File: config.mk
export PLATFORM = sky130hd
export DESIGN_NAME = stream_dmux2
export DESIGN_NICKNAME = d
export VERILOG_FILES = /design/src/rtl/stream_dmux2.sv
export SDC_FILE = /design/constraint.sdc
export NUM_CORES = 1
export LEC_CHECK = 0
export CAP_MARGIN = 20
export CELL_PAD_IN_SITES_DETAIL_PLACEMENT = 0
export CELL_PAD_IN_SITES_GLOBAL_PLACEMENT = 2
export CORE_MARGIN = 1
export CORE_UTILIZATION = 36
export DETAILED_ROUTE_END_ITERATION = 10
export GPL_TIMING_DRIVEN = 0
export PLACE_DENSITY = 0.91
export SYNTH_ARGS = -nofsm -noshare
export SYNTH_HDL_FRONTEND = slang
export SYNTH_HIERARCHICAL = 1
export SYNTH_SLANG_ARGS = --single-unit
File: constraint.sdc
create_clock -name clk -period 3.5 [get_ports clk]
set_clock_uncertainty 0.2 [all_clocks]
set_input_delay 0.525 -clock clk [delete_from_list [all_inputs] [get_ports clk]]
set_output_delay 0.525 -clock clk [all_outputs]
set_load 0.1 [all_outputs]
File: src/rtl/stream_dmux2.sv
// Registered 1:2 stream demultiplexer: each input word is steered by in_sel into
// one of two small FIFOs, each drained by its own independent valid/ready port.

module stream_dmux2_fifo #(
  parameter int WIDTH = 8,
  parameter int DEPTH = 2
) (
  input  logic                       clk,
  input  logic                       rst_n,
  input  logic                       push,
  input  logic [WIDTH-1:0]           push_data,
  input  logic                       pop,
  output logic                       full,
  output logic                       out_valid,
  output logic [WIDTH-1:0]           out_data,
  output logic [$clog2(DEPTH):0]     occ
);
  localparam int PW = $clog2(DEPTH);
  localparam int OW = PW + 1;

  logic [WIDTH-1:0] mem [DEPTH];
  logic [PW-1:0]    wr_ptr;
  logic [PW-1:0]    rd_ptr;
  logic [OW-1:0]    occ_q;
  logic             do_push;
  logic             do_pop;

  assign full      = (occ_q == OW'(DEPTH));
  assign out_valid = (occ_q != '0);
  assign do_push   = push && !full;
  assign do_pop    = pop && out_valid;
  assign occ       = occ_q;
  // Empty FIFO shows zero rather than stale storage.
  assign out_data  = out_valid ? mem[rd_ptr] : '0;

  always_ff @(posedge clk or negedge rst_n) begin
    if (!rst_n) begin
      wr_ptr <= '0;
      rd_ptr <= '0;
      occ_q  <= '0;
    end else begin
      if (do_push) wr_ptr <= wr_ptr + PW'(1);
      if (do_pop)  rd_ptr <= rd_ptr + PW'(1);
      case ({do_push, do_pop})
        2'b10:   occ_q <= occ_q + OW'(1);
        2'b01:   occ_q <= occ_q - OW'(1);
        default: occ_q <= occ_q;
      endcase
    end
  end

  // Storage is masked by occupancy, so it carries no reset.
  always_ff @(posedge clk) begin
    if (do_push) mem[wr_ptr] <= push_data;
  end
endmodule

module stream_dmux2 #(
  parameter int WIDTH = 8,
  parameter int DEPTH = 2
) (
  input  logic                   clk,
  input  logic                   rst_n,
  input  logic                   in_valid,
  output logic                   in_ready,
  input  logic [WIDTH-1:0]       in_data,
  input  logic                   in_sel,
  output logic                   out0_valid,
  input  logic                   out0_ready,
  output logic [WIDTH-1:0]       out0_data,
  output logic                   out1_valid,
  input  logic                   out1_ready,
  output logic [WIDTH-1:0]       out1_data,
  output logic [$clog2(DEPTH):0] occ0,
  output logic [$clog2(DEPTH):0] occ1
);
  logic full0;
  logic full1;
  logic push;
  logic push0;
  logic push1;

  // Ready looks only at registered occupancy; no combinational path from out*_ready.
  assign in_ready = in_sel ? !full1 : !full0;
  // in_valid gates first so an unknown in_sel on an idle cycle cannot reach state.
  assign push     = in_valid && in_ready;
  assign push0    = push && !in_sel;
  assign push1    = push && in_sel;

  stream_dmux2_fifo #(.WIDTH(WIDTH), .DEPTH(DEPTH)) u_fifo0 (
    .clk       (clk),
    .rst_n     (rst_n),
    .push      (push0),
    .push_data (in_data),
    .pop       (out0_ready),
    .full      (full0),
    .out_valid (out0_valid),
    .out_data  (out0_data),
    .occ       (occ0)
  );

  stream_dmux2_fifo #(.WIDTH(WIDTH), .DEPTH(DEPTH)) u_fifo1 (
    .clk       (clk),
    .rst_n     (rst_n),
    .push      (push1),
    .push_data (in_data),
    .pop       (out1_ready),
    .full      (full1),
    .out_valid (out1_valid),
    .out_data  (out1_data),
    .occ       (occ1)
  );
endmodule

==> impl_metrics.env, run 1 <==
export IMPL_ios=37
export IMPL_slew_headroom_pct=34.2
export IMPL_via_per_inst=4.50
export IMPL_synth_most_common_cell="edfxtp_1"
export IMPL_netlist_instances=107
export IMPL_clk_latency_ns=0.28
export IMPL_finalMaxSlewViolations=0
export IMPL_syn_cell_area_sq_um=1620
export IMPL_portBuffers=36
export IMPL_die_height_microns=69.1
export IMPL_start_util_pct=37.3
export IMPL_grt_overflow=0
export IMPL_cts_buffer_depth=2
export IMPL_ys_warn_count=6
export IMPL_crit_fanout=3
export IMPL_synth_ff_type="edfxtp_1"
export IMPL_ys_seq_elements=40
export IMPL_drtAntennaViolNets=0
export IMPL_postCtsResizedCells=0
export IMPL_period_needed_ns=3.15
export IMPL_yosysTopAreaCell="edfxtp_1"
export IMPL_r2r_setup_slack_ns=1.25
export IMPL_max_cap_violations=0
export IMPL_final_seq_area_sq_um=1160
export IMPL_fill_cells=367
export IMPL_min_path_type="reg -> reg"
export IMPL_seq_area_frac_synth_pct=71.5
export IMPL_syn_avg_cell_area_sq_um=15.2
export IMPL_cts_buffers=5
export IMPL_die_area_sq_um=4780
export IMPL_cts_tree="built"
export IMPL_crit_path_start_kind="input pin"
export IMPL_wire_per_inst_microns=13.3
export IMPL_clk_pin_slew_ns=0.07
export IMPL_cts_root_buffer="clkbuf_8"
export IMPL_async_flop_share_pct=20.0
export IMPL_grt_antenna_before_repair=0
export IMPL_status="completed"
export IMPL_synth_edf_count=32
export IMPL_holdBufCountCts=0
export IMPL_cp_end_kind="primary output"
export IMPL_drive_gt1_share_pct=9.93
export IMPL_track_usage_pct=12.6
export IMPL_synth_area_top_cells="edfxtp_1, dfrtp_1, mux2i_1"
export IMPL_grt_pass1_vias=964
export IMPL_diodes=0
export IMPL_synth_nets=123
export IMPL_final_nets=166
export IMPL_first_pass_iters=4
export IMPL_fin_tns_setup_ns=0
export IMPL_hpwl_mm=1.96
export IMPL_ys_types=16
export IMPL_critPathKind="in -> out"
export IMPL_drt_iter0_drc=18
export IMPL_routed_wirelength_mm=2.70
export IMPL_tightest_slew_ns=0.984
export IMPL_worstPathArrival_ns=2.43
export IMPL_fp_dieW_microns=69.1
export IMPL_rsz0062_at_grt="false"
export IMPL_grt_max_degree=14
export IMPL_fin_crit_sh_pct=90.0
export IMPL_coreArea_sq_um=4350
export IMPL_clock_fmax_mhz=317
export IMPL_syn2layout_area_growth_pct=33.3
export IMPL_route_vias_total=913
export IMPL_clkSinkCount=40
export IMPL_place_congestion=0.701
export IMPL_synth_top_area_share_pct=59.2
export IMPL_rows=24
export IMPL_setup_viol=0
export IMPL_htree_levels=2
export IMPL_postCtsSetupBuffers=0
export IMPL_multi_input_area_sq_um=440
export IMPL_drcViolationCount=0
export IMPL_cp_required_ns=2.77
export IMPL_final_hold_violation_count=0
export IMPL_synth_common_cells="edfxtp_1, nor2_1, mux2i_1"
export IMPL_grt_pass1_wl_mm=4.62
-- placed cells by master, fill, tap and decap left out --
master and n:
nand2b_1 2, clkbuf_8 5, nand2_1 2, nor2b_2 2, xnor2_1 6, mux2i_1 16
nor3b_1 1, xor2_1 4, nor2_2 2, clkdlybuf4s50_1 36, mux2i_2 1, clkinvlp_4 1
edfxtp_1 32, buf_2 2, inv_1 4, ha_1 2, nor2_1 20, bufinv_16 1
clkinv_2 1, and3b_1 1, dfrtp_1 8, and3_1 2
-- metrics by stage --
stage	hold slack, ns	worst slack, ns	util (%)	std cells	area [sq um]
6_report	0.297	0.349	49.7	203	2160
5_1_grt	0.323	0.327	49.7	203	2160
4_1_cts	0.296	0.347	49.7	203	2160
3_5_place_dp	0.284	0.365	47.1	195	2050
3_3_place_gp	0.277	0.361	47.1	195	2050
2_1_floorplan	0.0294	0.265	-	107	1630
-- cells by family after synthesis --
group / share of synthesized area [%]
flops: 71.5
xor+xnor: 5.40
buf+inv: 1.54
mux: 10.5
simple gates: 9.48
fa+ha+maj: 1.54
-- critical path, stage by stage --
cell             delay, ns
clkdlybuf4s50_1       0.52
mux2i_2               0.22
clkdlybuf4s50_1       1.15
-- registers in the layout, indices dropped and copies added, names as in the netlist --
signal / cells
u_fifo0/wr_ptr: 1
u_fifo1/occ: 2
u_fifo0/rd_ptr: 1
u_fifo1/mem: 16
u_fifo0/occ: 2
u_fifo1/wr_ptr: 1
u_fifo1/rd_ptr: 1
u_fifo0/mem: 16
-- area by class of cell --
cell class                 count  area share [%]
clock buffer                   5            3.18
inverter                       4           0.694
multi-input combinational     61            20.4
sequential                    40            53.7
clock inverter                 3            1.97
buffer                         2           0.463
timing repair buffer          36            16.7
tap                           52            3.01
-- worst paths after layout --
check	depth (start not counted)	to	from
worst max-delay path	3	in_ready	in_sel
worst min-delay path	1	u_fifo1/wr_ptr	u_fifo1/wr_ptr
worst max register to register	5	u_fifo0/mem[0][0]	u_fifo0/occ[0]
worst min register to register	1	u_fifo1/wr_ptr	u_fifo1/wr_ptr
max in group asynchronous	1	u_fifo1/rd_ptr	rst_n
min in group asynchronous	1	u_fifo0/occ[0]	rst_n
-- metal layers --
metal  GRT usage, %  share of wire, %
met1           16.4                46
met2           20.3                47
met3           4.24               6.7
met4           3.40               1.0
met5              0                 0
Power of run 1 is left out: the tool's default activity adds up to more than one toggle a clock period on the data nets, which glitch-free logic cannot reach.
==> run 2: changes to the inputs <==
CTS_CLUSTER_DIAMETER = 120   (was default)
HOLD_SLACK_MARGIN = 0.02   (was default)
==> results of run 2 <==
Same layout as run 1: the final DEF is identical, and so are final timing and power.
Power of run 2 is left out for the same reason.
==> run 3: changes to the inputs <==
CORE_UTILIZATION = 34   (was 36)
PLACE_DENSITY = 0.87   (was 0.91)
clock period = 3.4 ns   (was 3.5 ns; I/O delays follow)
==> impl_metrics.env, run 3 (synthesis results as in run 1) <==
export IMPL_status="complete, but fails checks"
export IMPL_violations="DRC"
export IMPL_clk_pin_slew_ns=0.07
export IMPL_track_usage_pct=11.9
export IMPL_clock_fmax_mhz=321
export IMPL_ios=37
export IMPL_place_congestion=0.699
export IMPL_clk_latency_ns=0.28
export IMPL_coreArea_sq_um=4470
export IMPL_crit_path_start_kind="input pin"
export IMPL_hold_slack_ns=0.302
export IMPL_postCtsResizedCells=0
export IMPL_htree_levels=2
export IMPL_grt_overflow=0
export IMPL_fin_cells=203
export IMPL_portBuffers=36
export IMPL_period_needed_ns=3.11
export IMPL_multi_input_area_sq_um=440
export IMPL_start_util_pct=36.3
export IMPL_fill_cells=393
export IMPL_fp_dieW_microns=71.1
export IMPL_setup_viol=0
export IMPL_fin_tns_setup_ns=0
export IMPL_cp_end_kind="primary output"
export IMPL_cts_root_buffer="clkbuf_8"
export IMPL_cp_required_ns=2.69
export IMPL_tightest_slew_ns=0.974
export IMPL_drcViolationCount=1
export IMPL_hpwl_mm=2.06
export IMPL_grt_antenna_before_repair=0
export IMPL_route_vias_total=934
export IMPL_die_height_microns=71.1
export IMPL_drt_iter0_drc=30
export IMPL_critPathKind="in -> out"
export IMPL_min_path_type="reg -> reg"
export IMPL_rows=24
export IMPL_holdBufCountCts=0
export IMPL_cts_buffer_depth=2
export IMPL_drive_gt1_share_pct=9.27
export IMPL_cts_tree="built"
export IMPL_wire_per_inst_microns=13.6
export IMPL_mostFrequentLayoutCells="clkdlybuf4s50_1, edfxtp_1, nor2_1, mux2i_1, dfrtp_1"
export IMPL_final_hold_violation_count=0
export IMPL_clkSinkCount=40
export IMPL_grt_pass1_wl_mm=4.39
export IMPL_final_nets=166
export IMPL_routed_wirelength_mm=2.76
export IMPL_slew_headroom_pct=34.9
export IMPL_first_pass_iters=9
export IMPL_die_area_sq_um=5050
export IMPL_fin_crit_sh_pct=91.6
export IMPL_crit_fanout=3
export IMPL_grt_pass1_vias=925
export IMPL_crit_top_cell="clkdlybuf4s50_1"
export IMPL_path_buf_inv=2
export IMPL_max_cap_violations=0
export IMPL_grt_max_degree=13
export IMPL_reg_top3="u_fifo0/mem x16, u_fifo1/mem x16"
export IMPL_worstPathArrival_ns=2.40
export IMPL_final_seq_area_sq_um=1160
export IMPL_crit_chain="clkdlybuf4s50_1, mux2i_2, clkdlybuf4s50_1"
export IMPL_dp_cells=195
export IMPL_crit_family="buffers and inverters"
export IMPL_syn2layout_area_growth_pct=31.5
export IMPL_finalMaxSlewViolations=0
export IMPL_postCtsSetupBuffers=0
export IMPL_layout_commonest_cell="clkdlybuf4s50_1"
export IMPL_crit_path_top_delay_cell="clkdlybuf4s50_1"
export IMPL_via_per_inst=4.60
export IMPL_diodes=0
export IMPL_rsz0062_at_grt="false"
export IMPL_critical_path_max_stage_delay_ns=1.15
export IMPL_cts_buffers=5
export IMPL_drtAntennaViolNets=0
[run 3: changes by cell type in the layout (fill, tap and decap cells not counted), sizes merged]
| cell | change |
|---|---|
| clkinv | +2 |
| bufinv | -1 |
| clkinvlp | -1 |
[run 3: worst paths after layout]
check / start / depth (start not counted) / to / slack, ns
max: in_sel / 3 / in_ready / 0.29
min: u_fifo1/wr_ptr / 1 / u_fifo1/wr_ptr / 0.30
max reg2reg: u_fifo0/occ[0] / 5 / u_fifo0/mem[0][7] / 1.17
max in group asynchronous: rst_n / 1 / u_fifo1/wr_ptr / 2.40
min in group asynchronous: rst_n / 1 / u_fifo0/occ[0] / 0.32
min reg2reg: u_fifo1/wr_ptr / 1 / u_fifo1/wr_ptr / 0.30
[run 3: metal layers]
layer | track usage, % | part of all wire (%) | vias up
met4 | 4.67 | 1.5 | 0
met2 | 19.4 | 48 | 35
li1 | - | - | 456
met1 | 14.4 | 45 | 437
met5 | 0 | 0 | -
met3 | 4.27 | 6.2 | 6
[run 3: per-stage QoR]
step | setup slack, ns | area [sq um] | util [%]
global placement | 0.296 | 2050 | 45.9
detailed placement | 0.290 | 2050 | 45.9
floorplan | 0.180 | 1630 | -
finish | 0.287 | 2130 | 47.7
global route | 0.234 | 2130 | 47.7
CTS | 0.280 | 2130 | 47.7
[run 3: area by class of cell]
| type | count | area share, % |
|---|---|---|
| well taps | 52 | 3.05 |
| clock buffers | 5 | 3.22 |
| plain buffers | 2 | 0.469 |
| inverters | 4 | 0.703 |
| clock inverters | 3 | 0.645 |
| flip-flops and latches | 40 | 54.4 |
| multi-input cells | 61 | 20.6 |
| repair buffers | 36 | 16.9 |
Power of run 3 is left out for the same reason.
